--- src/rtl/prog_period_pkg.sv ---
// Shared constants for the programmable period generator: waveform mode
// encodings and count direction encodings.
package prog_period_pkg;

    // Waveform selection carried on the 2-bit mode field
    localparam logic [1:0] MODE_PULSE  = 2'b00;
    localparam logic [1:0] MODE_SQUARE = 2'b01;
    localparam logic [1:0] MODE_PWM    = 2'b10;
    localparam logic [1:0] MODE_RSVD   = 2'b11;

    // Count direction
    localparam logic DIR_UP   = 1'b0;
    localparam logic DIR_DOWN = 1'b1;

endpackage : prog_period_pkg

--- src/rtl/updown_load_counter.sv ---
// Up/down counter with synchronous parallel load. Terminal value is all ones
// when counting up and zero when counting down; tc is only flagged while
// enabled so a stalled counter never reports a terminal count.
module updown_load_counter
    import prog_period_pkg::*;
#(
    parameter int WIDTH        = 8,
    parameter int DEFAULT_LOAD = 0
) (
    input  logic             clk,
    input  logic             rst,
    input  logic             en,
    input  logic             dir,
    input  logic             load,
    input  logic [WIDTH-1:0] load_val,
    output logic [WIDTH-1:0] cnt,
    output logic             tc
);

    localparam logic [WIDTH-1:0] RESET_VAL = WIDTH'(DEFAULT_LOAD);

    logic [WIDTH-1:0] term_val;

    // Terminal value depends on the direction currently in force
    always_comb begin
        term_val = (dir == DIR_UP) ? {WIDTH{1'b1}} : {WIDTH{1'b0}};
        tc       = en & (cnt == term_val);
    end

    // Load has priority over counting and is honoured even when disabled
    always_ff @(posedge clk) begin
        if (rst) begin
            cnt <= RESET_VAL;
        end else if (load) begin
            cnt <= load_val;
        end else if (en) begin
            if (dir == DIR_UP) begin
                cnt <= cnt + WIDTH'(1);
            end else begin
                cnt <= cnt - WIDTH'(1);
            end
        end
    end

endmodule : updown_load_counter

--- src/rtl/prog_period_gen.sv ---
// Programmable period generator: a reloadable up/down counter producing a
// terminal-count strobe and one waveform (pulse, square or PWM).
// Configuration written with cfg_wr is parked in a shadow set and only
// becomes active at the next terminal count, so a running period is never
// cut short; force_load bypasses that and restarts immediately.
module prog_period_gen
    import prog_period_pkg::*;
#(
    parameter int WIDTH        = 8,
    parameter int DEFAULT_LOAD = 0
) (
    input  logic             clk,
    input  logic             rst,
    input  logic             en,
    input  logic             cfg_wr,
    input  logic             force_load,
    input  logic [WIDTH-1:0] load_val,
    input  logic [WIDTH-1:0] duty,
    input  logic [1:0]       mode,
    input  logic             dir,
    output logic [WIDTH-1:0] cnt,
    output logic             tc,
    output logic             out,
    output logic             pending
);

    localparam logic [WIDTH-1:0] RESET_LOAD = WIDTH'(DEFAULT_LOAD);

    // Active configuration (drives the counter and waveform right now)
    logic [WIDTH-1:0] act_l;
    logic [WIDTH-1:0] act_d;
    logic [1:0]       act_mode;
    logic             act_dir;

    // Shadow configuration (waits for the next terminal count)
    logic [WIDTH-1:0] sh_l;
    logic [WIDTH-1:0] sh_d;
    logic [1:0]       sh_mode;
    logic             sh_dir;

    logic             toggle;
    logic             cnt_load;
    logic [WIDTH-1:0] next_l;
    logic [WIDTH-1:0] elapsed;

    // Cycles elapsed since the last reload, modulo 2^WIDTH
    function automatic logic [WIDTH-1:0] elapsed_of(
        input logic [WIDTH-1:0] cur,
        input logic [WIDTH-1:0] reload,
        input logic             cdir
    );
        if (cdir == DIR_DOWN) begin
            return reload - cur;
        end
        return cur - reload;
    endfunction

    // PWM level: high for the first d cycles of each period
    function automatic logic pwm_level(
        input logic [WIDTH-1:0] e,
        input logic [WIDTH-1:0] d
    );
        return (e < d);
    endfunction

    updown_load_counter #(
        .WIDTH        (WIDTH),
        .DEFAULT_LOAD (DEFAULT_LOAD)
    ) u_counter (
        .clk      (clk),
        .rst      (rst),
        .en       (en),
        .dir      (act_dir),
        .load     (cnt_load),
        .load_val (next_l),
        .cnt      (cnt),
        .tc       (tc)
    );

    // Choose the value the counter restarts from: forced or same-cycle
    // inputs first, then a pending shadow, otherwise the active reload
    always_comb begin
        cnt_load = force_load | tc;
        next_l   = act_l;
        if (force_load || cfg_wr) begin
            next_l = load_val;
        end else if (pending) begin
            next_l = sh_l;
        end
    end

    // Shadow capture, period-boundary transfer, force path and square toggle
    always_ff @(posedge clk) begin
        if (rst) begin
            act_l    <= RESET_LOAD;
            act_d    <= '0;
            act_mode <= MODE_PULSE;
            act_dir  <= DIR_UP;
            sh_l     <= '0;
            sh_d     <= '0;
            sh_mode  <= MODE_PULSE;
            sh_dir   <= DIR_UP;
            pending  <= 1'b0;
            toggle   <= 1'b0;
        end else if (force_load) begin
            act_l    <= load_val;
            act_d    <= duty;
            act_mode <= mode;
            act_dir  <= dir;
            pending  <= 1'b0;
            toggle   <= 1'b0;
        end else begin
            if (tc) begin
                toggle <= ~toggle;
            end
            if (tc && cfg_wr) begin
                act_l    <= load_val;
                act_d    <= duty;
                act_mode <= mode;
                act_dir  <= dir;
                pending  <= 1'b0;
            end else if (tc && pending) begin
                act_l    <= sh_l;
                act_d    <= sh_d;
                act_mode <= sh_mode;
                act_dir  <= sh_dir;
                pending  <= 1'b0;
            end else if (cfg_wr) begin
                sh_l     <= load_val;
                sh_d     <= duty;
                sh_mode  <= mode;
                sh_dir   <= dir;
                pending  <= 1'b1;
            end
        end
    end

    // Waveform select from the active mode
    always_comb begin
        elapsed = elapsed_of(cnt, act_l, act_dir);
        case (act_mode)
            MODE_PULSE:  out = tc;
            MODE_SQUARE: out = toggle;
            MODE_PWM:    out = pwm_level(elapsed, act_d);
            MODE_RSVD:   out = 1'b0;
            default:     out = 1'b0;
        endcase
    end

endmodule : prog_period_gen

--- config.mk ---
export PLATFORM = sky130hd
export DESIGN_NAME = prog_period_gen
export DESIGN_NICKNAME = d
export VERILOG_FILES = /design/src/rtl/prog_period_pkg.sv /design/src/rtl/updown_load_counter.sv /design/src/rtl/prog_period_gen.sv
export SDC_FILE = /design/constraint.sdc
export NUM_CORES = 1
export LEC_CHECK = 0
export ABC_CLOCK_PERIOD_IN_PS = 3700
export BUFFER_PORTS_ARGS = -buffer_cell sky130_fd_sc_hd__buf_2
export CAP_MARGIN = 20
export CORE_MARGIN = 5
export CORE_UTILIZATION = 59
export DETAILED_ROUTE_END_ITERATION = 8
export PLACE_DENSITY = 0.8
export RECOVER_POWER = 25
export SYNTH_ARGS = -nofsm -noshare
export SYNTH_HDL_FRONTEND = slang
export SYNTH_HIERARCHICAL = 1
export SYNTH_SLANG_ARGS = --single-unit
--- constraint.sdc ---
create_clock -name clk -period 3.7 [get_ports clk]
set_input_delay 0.185 -clock clk [delete_from_list [all_inputs] [get_ports clk]]
set_output_delay 0.185 -clock clk [all_outputs]
set_load 0.03 [all_outputs]
[Yosys cells after proc, flatten, opt, wreduce, memory -nomap -nowiden]
Index checks and enable logic that the tools add are counted.
Cells by class
  add/sub/neg operators: 4
  $lt $le $gt $ge: 1
  eq/ne operators: 4
  mux-type cells: 22
  bitwise operators: 6
  reduce and logical (&&, ||, !) cells: 9
Operators by type and width (number)
  $mux W8: 14
  $sub A8 B8 Y8: 2
  $add A8 B1 Y8 const B: 1
  $eq A8 B8 Y1: 1
  $lt A8 B8 Y1: 1
  $sub A8 B1 Y8 const B: 1
  $mux W2: 3
  $eq A2 B2 Y1 const B: 2
  $mux W1: 4
  $not A1 Y1: 4
  $pmux W1 S4: 1
  $reduce_and A4 Y1: 1
  $reduce_or A4 Y1: 1
  $reduce_bool A3 Y1: 1
  $eq A2 B1 Y1 const B: 1
  $logic_and A1 B1 Y1: 2
  $logic_not A2 Y1: 1
  $reduce_bool A2 Y1: 1
  $reduce_or A2 Y1: 1
  $and A1 B1 Y1: 1
  $logic_or A1 B1 Y1: 1
  $or A1 B1 Y1: 1
Storage, ports and cells
  flip-flop bits (word level): 48
  input port bits: 24
  output and inout port bits: 11
  word-level logic and storage cells: 57

[Logic depth before layout (Yosys ltp)]
Gate-level depths: netlist (run 1).
  word-level depth: 7
  gate-level depth with buffers: 13
  depth with buffers taken out: 13

[Cells and area by module]
The synthesis (run 1) kept the hierarchy.
By module, submodules not included
  prog_period_gen: instances 1, cells an instance 312, area each 2464.9 um^2
  updown_load_counter: instances 1, cells an instance 91, area each 713.2 um^2

[Worst setup path after synthesis (run 1)]
Ideal clock, no wire load.
  kind: register to output
  start point: register u_counter.cnt[0]
  end point: output out
  arrival: 3217 ps
  required time: 3515 ps
  path slack: 298 ps
  stages on the path, launching flop included: 13
  path through: dfxtp_1 ha_1 inv_1 fa_1 mux2_4 and3_4 o2111a_1 nor4_1 ha_1 and4_1 o21ai_0 a21oi_1 o22ai_1
On the way
  longest elaborated chain between the ends: 5
Ends and longest elaborated chain
  start, declared: line updown_load_counter.sv:16  | output logic [WIDTH-1:0] cnt,
  start signal, assigned: line updown_load_counter.sv:35  | cnt <= load_val;
  start signal, assigned: line updown_load_counter.sv:38  | cnt <= cnt + WIDTH'(1);
  start signal, assigned: line updown_load_counter.sv:40  | cnt <= cnt - WIDTH'(1);
  $sub A8 B8 Y8: line prog_period_gen.sv:53  | return reload - cur;
  $mux W8: line prog_period_gen.sv:52  | if (cdir == DIR_DOWN) begin
  $mux W8: line prog_period_gen.sv:55  | return cur - reload;
  $lt A8 B8 Y1: line prog_period_gen.sv:63  | return (e < d);
  $pmux W1 S4 *: line prog_period_gen.sv:141  | case (act_mode)
  end, declared: line prog_period_gen.sv:23  | output logic out,
Every way passes the cells marked *; elsewhere a longest branch is shown, timed or not. The select of a mux whose other input is x is not followed.

[Worst setup path after layout (run 1)]
Ends and elaborated chain as after synthesis.

==> results of run 1 <==
## how the worst min path moves through the flow
| stage | startpoint | endpoint | cells after the start |
|---|---|---|---|
| 2_1_floorplan | force_load | toggle | 1 |
| 3_3_place_gp | duty[0] | sh_d[0] | 3 |
| 3_5_place_dp | force_load | toggle | 2 |
| 4_1_cts | mode[0] | sh_mode[0] | 3 |
| 5_1_grt | duty[5] | sh_d[5] | 3 |
| 6_report | duty[5] | sh_d[5] | 3 |
## through the flow
stage | util, % | instances | cell area [um^2] | hold slack, ns | power (uW)
after floorplan | - | 403 | 3180 | 0.262 | 874
after global placement | 64.7 | 488 | 3350 | 0.438 | 954
after detailed placement | 64.7 | 488 | 3350 | 0.442 | 965
after CTS | 66.5 | 496 | 3440 | 0.124 | 1290
after global routing | 66.1 | 496 | 3420 | 0.126 | 1370
final | 66.1 | 496 | 3420 | 0.130 | 1280
## cells in the final DEF, fill, tap and decap left out, types with 2 or more instances in the layout
master	count
clkbuf_8	6
o31a_1	2
nor2b_1	3
buf_2	24
o21a_1	2
dfxtp_2	2
o2111ai_1	2
dfxtp_1	46
and3_1	2
nand2_1	70
o22ai_1	2
a211oi_1	3
a222oi_1	11
clkbuf_1	13
nor3_1	4
ha_1	27
a311oi_1	9
buf_4	2
fa_1	3
nand4_1	2
or2_1	2
nor4_1	3
mux2_2	2
a21o_1	5
mux2i_1	14
nand3_1	3
nor2_1	35
o31ai_1	2
a21oi_1	41
o21bai_1	2
xor2_1	2
nand3b_1	5
o21ai_0	15
inv_1	34
xnor2_1	9
## sequential cells by signal, summed over array words and instances, names as in the netlist
signal,cells
sh_d,8
act_d,8
toggle,1
sh_mode,2
act_l,8
pending,1
act_mode,2
sh_l,8
act_dir,1
sh_dir,1
u_counter/cnt,8
## logic make-up after synthesis
kind of cell               Yosys count
AOI/OAI and AO/OA                  104
xor gates and xnor gates            11
adders and majority gates           30
buffers and inverters               57
DFF                                 48
muxes                               17
and+or+nand+nor                    136
## layer usage
layer  up-vias  track usage, %  share of wire [%]
met5         -               0                  0
met4         0            4.75                1.3
met3        10            3.37                6.4
met2       118            35.8                 47
met1      1370            29.7                 46
li1       1451               -                  -
## power breakdown
group / total, uW / switching (uW) / internal (uW)
registers: 580 / 33.8 / 547
clock network: 326 / 174 / 152
logic: 375 / 215 / 159
total: 1280 / 423 / 858
## worst max-delay path: stages (launching register included)
cell,delay [ns]
dfxtp_2,0.41
ha_1,0.19
inv_1,0.06
fa_1,0.35
mux2_4,0.28
and3_4,0.19
o2111a_1,0.22
nor4_1,0.28
ha_1,0.29
and4_1,0.20
o21ai_0,0.07
a21oi_1,0.06
o22ai_1,0.19
buf_2,0.23
## area by class of cell
| type | count | area share (%) |
|---|---|---|
| clock inverters | 1 | 0.220 |
| well taps | 70 | 2.56 |
| flip-flops and latches | 48 | 28.2 |
| clock buffers | 7 | 2.53 |
| inverters | 34 | 3.73 |
| repair buffers | 38 | 5.27 |
| multi-input cells | 298 | 57.5 |
## repair_timing
action,in CTS,in global routing
hold buffers,0,0
hold endpoints to repair,0,0
resized for setup,0,2
setup endpoints to repair,0,1
==> impl_metrics.csv, run 1 <==
group,metric,value,unit
synth,yosys.area.top_type,"dfxtp_1",
synth,synth_area_leaders,"dfxtp_1 (30%), ha_1 (11%), nand2_1 (8.3%), a21oi_1 (6.5%), mux2i_1 (4.4%)",
pwr,p_per_area,375,nW/um^2
sta,slew_headroom,39.4,%
sta,finClkSkew,0.00570,ns
synth,syn_nets,457,
setup_path,regToRegSetupSlack,0.45,ns
setup_path,cp.required,3.51,ns
sta,hold_viol,0,
place,hpwl,5490,um
finish,antennaDiodeCount,0,
place,globalplace.congestion,0.908,
run,drv_cap,0,
pwr,irDropWorstVdd,0.000315,V
clock_network,htreeDepth,2,
floorplanning,core,5170,um^2
clock_network,insertion_delay,0.30,ns
synth,synth_compound_area_share,21.8,%
global_route,grt_overflow,0,
synth,synth_seq_cells,48,
sta,timing.setup.tns,0,ns
floorplanning,dieWidth,83.4,um
routing,drtIter0Drc,261,
synth,async_flop_share,0,%
global_route,grt_start_max_net_pins,50,
synth,synth_most_common_cell,"nand2_1",
setup_path,rr_startpoint,"act_dir",
clock_network,cts_setup_buffers,0,
synth,synth_top_family_by_area,"compound AO/OA/AOI/OAI gates",
sta,finalCritPeriodShare,94.8,%
routing,wire_per_inst,15.2,um
sta,setup_viol_count_final,0,
sta,tightestPinTransition,0.910,ns
sta,drv_slew,0,
setup_path,cp.arrival,3.32,ns
clock_network,cts_made_buffers,5,
status,status,"finished, final reports clean",
floorplanning,die_h,83.4,um
floorplanning,die-area,6950,um^2
synth,syn-instance-count,403,
clock_network,cts_tree,"yes",
routing,vias,2949,
synth,synth.top_cells.by_count,"nand2_1 (70), dfxtp_1 (48), a21oi_1 (41), nor2_1 (35), inv_1 (34)",
synth,synth_top_area_share,30.2,%
floorplanning,initial_core_util,61.4,%
global_route,antenna_found_initial,0,
place,pre_cts_ws,0.437,ns
floorplanning,io_pins,35,
finish,flow.area_growth_from_synthesis,7.56,%
synth,postSynthAreaPerCell,7.89,um^2
synth,synth_edf_count,0,
setup_path,regToRegEndpoint,"sh_d[7]",
routing,viasPerCell,5.95,
hold_path,hold_class,"input port to register",
routing,ant_nets,0,
setup_path,cp-startpoint,"u_counter/cnt[0]",
synth,synth_flop_cell,"dfxtp_1",
setup_path,worstSetupPathType,"register to primary output",
pwr,p_leak,0.00139,uW
sta,fmax,285,MHz
setup_path,endpoint_kind,"primary output",
routing,drt-total-wl,7530,um
synth,ys_warn_count,6,
place,numPortBuffers,34,
finish,final-seq-area,963,um^2
clock_network,clkSinkCount,48,
synth,synth-simple-area-share,19.1,%
sta,period_needed,3.51,ns
global_route,first_global_vias,2717,
global_route,gr-usage-all-layers,21.6,%
sta,layout_setup_ws,0.193,ns
synth,synth-xor-area-share,3.03,%
finish,final_nets,479,
finish,multi_input_area,1970,um^2
routing,drtPass1Iterations,7,
setup_path,crit_fanout,8,
clock_network,cts_root_buf,"clkbuf_8",
setup_path,worstSetupStartpointType,"register",
synth,synth_adder_area_share,12.5,%
clock_network,clock_path_buffers,2,
setup_path,worst_r2r_path_depth,8,
clock_network,clk_pin_slew_worst_paths,0.09,ns
floorplanning,num_rows,26,
routing,post-route-drc-count,0,
global_route,grt_pass1_wl,12700,um
setup_path,cp-endpoint,"out",
finish,nFillCells,455,
finish,layout-drive-gt1-share,9.62,%
synth,synth.distinct_cells,52,
synth,synth_mux_area_share,5.59,%
synth,syn_area,3180,um^2
sta,rsz0062_at_grt,"no",
synth,synth-seq-area-share,30.2,%
(Power assumes the default switching activity.)
==> inputs of run 2 (changes only) <==
- BUFFER_PORTS_ARGS: -buffer_cell sky130_fd_sc_hd__buf_2 -> unset
- CORE_UTILIZATION: 59 -> 64
- DONT_BUFFER_PORTS: unset -> 1
- RECOVER_POWER: 25 -> 100
==> run 2 against run 1 <==
Compared with the run above:
- global-route usage grew 3.6 points
- worst hold slack lost 0.12 ns
- critical path depth is the same
- setup slack lost 0.021 ns
- sequential share of layout area grew 0.77 points
- sequential cell count is the same
- clock-buffer cell count shrank 1
- routed wire length shrank 0.44%
- maximum frequency shrank 0.60%
- via count shrank 4.5%
- final area shrank 2.8%
- clock power grew 4%
- critical endpoint unchanged
==> impl_metrics.csv, run 2 (synthesis gave the netlist of run 1 again) <==
group,metric,value,unit
setup_path,worst_r2r_path_depth,8,
setup_path,crit_fanout,4,
setup_path,crit_top_cell,"ha_1",
hold_path,worstHoldPathCells,2,
global_route,grt_overflow,0,
finish,final_common_cell,"nand2_1",
routing,drtPass1Iterations,5,
sta,timing.setup.tns,0,ns
floorplanning,initial_core_util,66.4,%
finish,flow.area_growth_from_synthesis,4.57,%
floorplanning,dieWidth,80.5,um
global_route,met2_usage,41.5,%
setup_path,cp.required,3.51,ns
place,dp_cells,454,
routing,ant_nets,0,
clock_network,cts_tree,"yes",
clock_network,cts_setup_buffers,0,
floorplanning,core,4790,um^2
sta,period_needed,3.53,ns
finish,layout-drive-gt1-share,5.28,%
global_route,grtUsageMet3,3.92,%
clock_network,clk_pin_slew_worst_paths,0.09,ns
routing,vias,2815,
routing,drtIter0Drc,262,
global_route,first_global_vias,2688,
floorplanning,num_rows,25,
sta,rsz0062_at_grt,"no",
clock_network,clkSinkCount,48,
global_route,grt.busiest_layer,"met2",
global_route,grt_start_max_net_pins,47,
setup_path,cpPeakStageDelay,0.38,ns
setup_path,endpoint_kind,"primary output",
global_route,antenna_found_initial,0,
finish,antennaDiodeCount,0,
routing,wire_per_inst,16.1,um
finish,instances_no_fill,465,
run,drv_cap,0,
clock_network,clock_path_buffers,2,
sta,finClkSkew,0.00456,ns
routing,post-route-drc-count,0,
clock_network,insertion_delay,0.30,ns
pwr,p_leak,0.00132,uW
global_route,gr-usage-all-layers,25.2,%
status,status,"finished, final reports clean",
sta,fmax,283,MHz
finish,multi_input_area,1980,um^2
place,globalplace.congestion,0.930,
finish,final-seq-area,962,um^2
setup_path,worstPathCellList,"ha_1 -> inv_1 -> fa_1 -> mux2_4 -> and3_4 -> o2111a_1 -> nor4_1 -> ha_1 -> and4_1 -> o21ai_0 -> a21oi_1 -> o22ai_1 -> buf_4",
setup_path,cp.arrival,3.34,ns
finish,final_nets,451,
sta,setup_viol_count_final,0,
floorplanning,die-area,6470,um^2
finish,nFillCells,429,
routing,drt-total-wl,7500,um
pwr,p_per_area,385,nW/um^2
global_route,grt_pass1_wl,12900,um
sta,hold_viol,0,
setup_path,critPathSlowestCell,"dfxtp_1",
clock_network,cts_made_buffers,5,
routing,viasPerCell,6.05,
finish,final_cell_mix,"nand2_1 (70), dfxtp_1 (47), a21oi_1 (41)",
sta,slew_headroom,37.8,%
sta,drv_slew,0,
clock_network,cts_root_buf,"clkbuf_8",
setup_path,worstSetupPathType,"register to primary output",
global_route,met1_usage,34.7,%
floorplanning,io_pins,35,
pwr,irDropWorstVdd,0.000371,V
hold_path,hold_class,"input port to register",
setup_path,worstSetupStartpointType,"register",
clock_network,htreeDepth,2,
place,hpwl,5340,um
sta,finalCritPeriodShare,95.3,%
place,numPortBuffers,0,
sta,tightestPinTransition,0.932,ns
floorplanning,die_h,80.5,um
-- run 2: cell count changes in the layout (fill, tap and decap cells not counted), sizes merged --
cell         delta
buf            -22
clkbuf          -9
clkinv          +1
clkinvlp        -1
dlygate4sd3     +2
inv             +1
-- run 2: per-layer routing --
metal / vias to the layer above / wire, um
met2: 103 / 3530
met1: 1301 / 3330
met4: 0 / 92
met3: 10 / 549
met5: - / 0
li1: 1401 / -
-- run 2: layout make-up --
type	count	area share, %
multi-input combinational	298	59.5
clock buffer	6	2.48
timing repair buffer	10	2.33
inverter	34	3.84
sequential	48	29.0
tap	67	2.52
clock inverter	2	0.414
-- run 2: per-stage QoR --
| step | hold WS [ns] | utilization, % | worst slack [ns] | instance area (um^2) | power, uW |
|---|---|---|---|---|---|
| after floorplan | 0.262 | - | 0.298 | 3180 | 874 |
| after global placement | 0.259 | 66.9 | 0.654 | 3200 | 925 |
| after detailed placement | 0.260 | 66.9 | 0.490 | 3200 | 938 |
| after CTS | 0.000941 | 69.7 | 0.141 | 3340 | 1280 |
| after global routing | 0.00159 | 69.4 | 0.000641 | 3320 | 1360 |
| final | 0.00760 | 69.4 | 0.172 | 3320 | 1280 |
-- run 2: critical path, delay by kind of cell, from the launching register on --
kind | cells | cell delay (ns)
muxes | 1 | 0.29
DFF | 1 | 0.38
AOI/OAI and AO/OA | 4 | 0.55
buffers and inverters | 2 | 0.24
adders and majority gates | 3 | 0.84
and+or+nand+nor | 3 | 0.74
-- run 2: power by group --
group / internal [uW] / switching (uW)
clock network: 153 / 187
logic: 154 / 195
registers: 546 / 44.4
total: 854 / 425
-- run 2: path summary, 6_finish.rpt --
path / start / endpoint / slack, ns
max: act_l[0] / out / 0.17
min: mode[0] / sh_mode[0] / 0.008
max reg2reg: act_dir / sh_d[5] / 0.32
min reg2reg: sh_mode[0] / sh_mode[0] / 0.46
-- run 2: what timing repair did --
action	in CTS	in global routing
gates resized for setup	0	1
hold buffers	3	0
endpoints found under the setup margin	0	1
hold endpoints to repair	46	0
==> inputs of run 3 (changes only) <==
--- a/config.mk
+++ b/config.mk
@@ -7,10 +7,11 @@
 export LEC_CHECK = 0
 export ABC_CLOCK_PERIOD_IN_PS = 3700
+export BUFFER_PORTS_ARGS = -buffer_cell sky130_fd_sc_hd__buf_2
 export CAP_MARGIN = 20
 export CORE_MARGIN = 5
-export CORE_UTILIZATION = 64
+export CORE_UTILIZATION = 61
+export CTS_BUF_LIST = sky130_fd_sc_hd__clkbuf_4
 export DETAILED_ROUTE_END_ITERATION = 8
-export DONT_BUFFER_PORTS = 1
-export PLACE_DENSITY = 0.8
+export PLACE_DENSITY = 0.83
 export RECOVER_POWER = 100
 export SYNTH_ARGS = -nofsm -noshare
==> constraint.sdc (replaced) <==
create_clock -name clk -period 3.7 [get_ports clk]
set_input_delay 0.74 -clock clk [delete_from_list [all_inputs] [get_ports clk]]
set_output_delay 0.74 -clock clk [all_outputs]
set_load 0.03 [all_outputs]
==> run 3 against run 2 <==
Compared with the run above:
- the run now ends with negative setup slack left
- sequential cell count unchanged
- global-route usage decreased by 0.33 points
- routed wire length increased by 3.1%
- setup slack got worse by 0.27 ns
==> impl_metrics.csv, run 3 (synthesis gave the netlist of run 1 again) <==
group,metric,value,unit
sta,hold_viol,0,
clock_network,cts_root_buf,"clkbuf_4",
status,status,"complete, but fails checks",
sta,period_needed,3.80,ns
sta,layout_setup_ws,-0.101,ns
floorplanning,core,5070,um^2
pwr,pwr-share-seq,44.2,%
setup_path,endpoint_kind,"primary output",
routing,drtIter0Drc,336,
clock_network,clk_pin_slew_worst_paths,0.14,ns
clock_network,clock_path_buffers,2,
routing,drt-total-wl,7730,um
clock_network,cts_tree,"yes",
global_route,gr-usage-all-layers,24.9,%
run,drv_cap,0,
clock_network,cts_made_buffers,5,
floorplanning,dieWidth,82.2,um
status,violations,"negative setup slack",
sta,rsz0062_at_grt,"yes",
sta,tightestPinTransition,1.09,ns
finish,final_cell_mix,"nand2_1 (70), dfxtp_1 (43), a21oi_1 (39)",
finish,final_nets,483,
clock_network,htreeDepth,2,
hold_path,hold_class,"register to register",
clock_network,clkSinkCount,48,
place,hpwl,5450,um
setup_path,crit_fanout,3,
sta,setup_viol_count_final,1,
routing,wire_per_inst,15.5,um
global_route,grt_start_max_net_pins,50,
global_route,grt_overflow,0,
global_route,first_global_vias,2787,
pwr,switching_share,34.0,%
floorplanning,num_rows,26,
global_route,antenna_found_initial,0,
routing,vias,2940,
setup_path,cp.arrival,3.06,ns
routing,ant_nets,0,
setup_path,worstSetupStartpointType,"register",
setup_path,worstSetupPathType,"register to primary output",
pwr,p_int,865,uW
pwr,p_per_area,374,nW/um^2
place,numPortBuffers,34,
finish,layout-drive-gt1-share,14.7,%
setup_path,cp.required,2.96,ns
routing,post-route-drc-count,0,
global_route,grt_pass1_wl,13100,um
pwr,p_leak,0.00141,uW
sta,whs,0.465,ns
routing,viasPerCell,5.88,
pwr,irDropWorstVdd,0.000278,V
floorplanning,die-area,6750,um^2
finish,antennaDiodeCount,0,
finish,flow.area_growth_from_synthesis,10.1,%
floorplanning,io_pins,35,
finish,final_common_cell,"nand2_1",
routing,drtPass1Iterations,5,
pwr,p_switching,445,uW
sta,fmax,263,MHz
floorplanning,initial_core_util,62.6,%
sta,finalCritPeriodShare,103,%
clock_network,insertion_delay,0.36,ns
pwr,combPwrFrac,31.8,%
sta,timing.setup.tns,-0.101,ns
place,dp_cells,489,
finish,instances_no_fill,500,
sta,finClkSkew,0.00955,ns
place,globalplace.congestion,0.951,
sta,drv_slew,0,
sta,slew_headroom,27.5,%
pwr,power_frac_clock,23.9,%
floorplanning,die_h,82.2,um
-- run 3: cell count changes in the layout (fill, tap and decap cells not counted), moves of 4 or more --
cell	previous run	this run
buf_2	0	23
clkbuf_1	4	11
clkbuf_8	6	0
clkbuf_4	0	5
buf_4	3	7
dfxtp_1	47	43
dfxtp_2	1	5
-- run 3: power groups by stage --
stage | logic (uW) | clock network, uW | registers [uW]
after floorplan | 279 | 0 | 597
after global placement | 369 | 0 | 588
after detailed placement | 385 | 0 | 590
after CTS | 409 | 320 | 578
after global routing | 472 | 345 | 584
final | 417 | 313 | 580
-- run 3: layout make-up --
type                    count  area, um^2
repair buffers             42         220
multi-input cells         298        2020
well taps                  70        87.6
clock buffers               5        37.5
inverters                  34         128
flip-flops and latches     48         967
clock inverters             3        42.5
fillers                   435        1580
-- run 3: final timing paths --
check	startpoint	to	slack [ns]	cells after the start
worst max-delay path	act_l[0]	out	-0.10	13
worst min-delay path	sh_d[7]	sh_d[7]	0.46	2
worst max register to register	act_dir	sh_l[0]	0.50	9
worst min register to register	sh_d[7]	sh_d[7]	0.46	2
-- run 3: layer usage --
| metal | vias to the layer above | global-route usage [%] | wire, um |
|---|---|---|---|
| li1 | 1464 | - | - |
| met1 | 1362 | 33.4 | 3360 |
| met2 | 105 | 42.0 | 3800 |
| met3 | 9 | 4.01 | 486 |
| met4 | 0 | 5.32 | 82 |
| met5 | - | 0 | 0 |
-- run 3: stage by stage --
step	area [um^2]	total power (uW)	worst slack [ns]	utilization [%]
global placement	3360	957	0.112	66.3
finish	3500	1310	-0.101	69.0
detailed placement	3360	974	-0.0112	66.3
CTS	3510	1310	-0.125	69.2
floorplan	3190	876	0.0636	-
global route	3500	1400	-0.328	69.0
-- run 3: critical path: stages, from the launching register on --
cell	delay, ns
dfxtp_2	0.36
inv_2	0.04
ha_2	0.16
inv_1	0.05
fa_2	0.32
mux2_4	0.27
and3_4	0.20
o2111a_1	0.24
nor4_2	0.16
ha_1	0.28
a21oi_1	0.16
o21ai_1	0.11
o22ai_2	0.19
buf_6	0.15
-- run 3: repair_timing --
action | in CTS | in global routing
setup endpoints to repair | 1 | 1
cloned | 0 | 0
hold buffers | 0 | 0
buffers inserted | 3 | 0
resized for setup | 16 | 5
pin swaps | 5 | 0
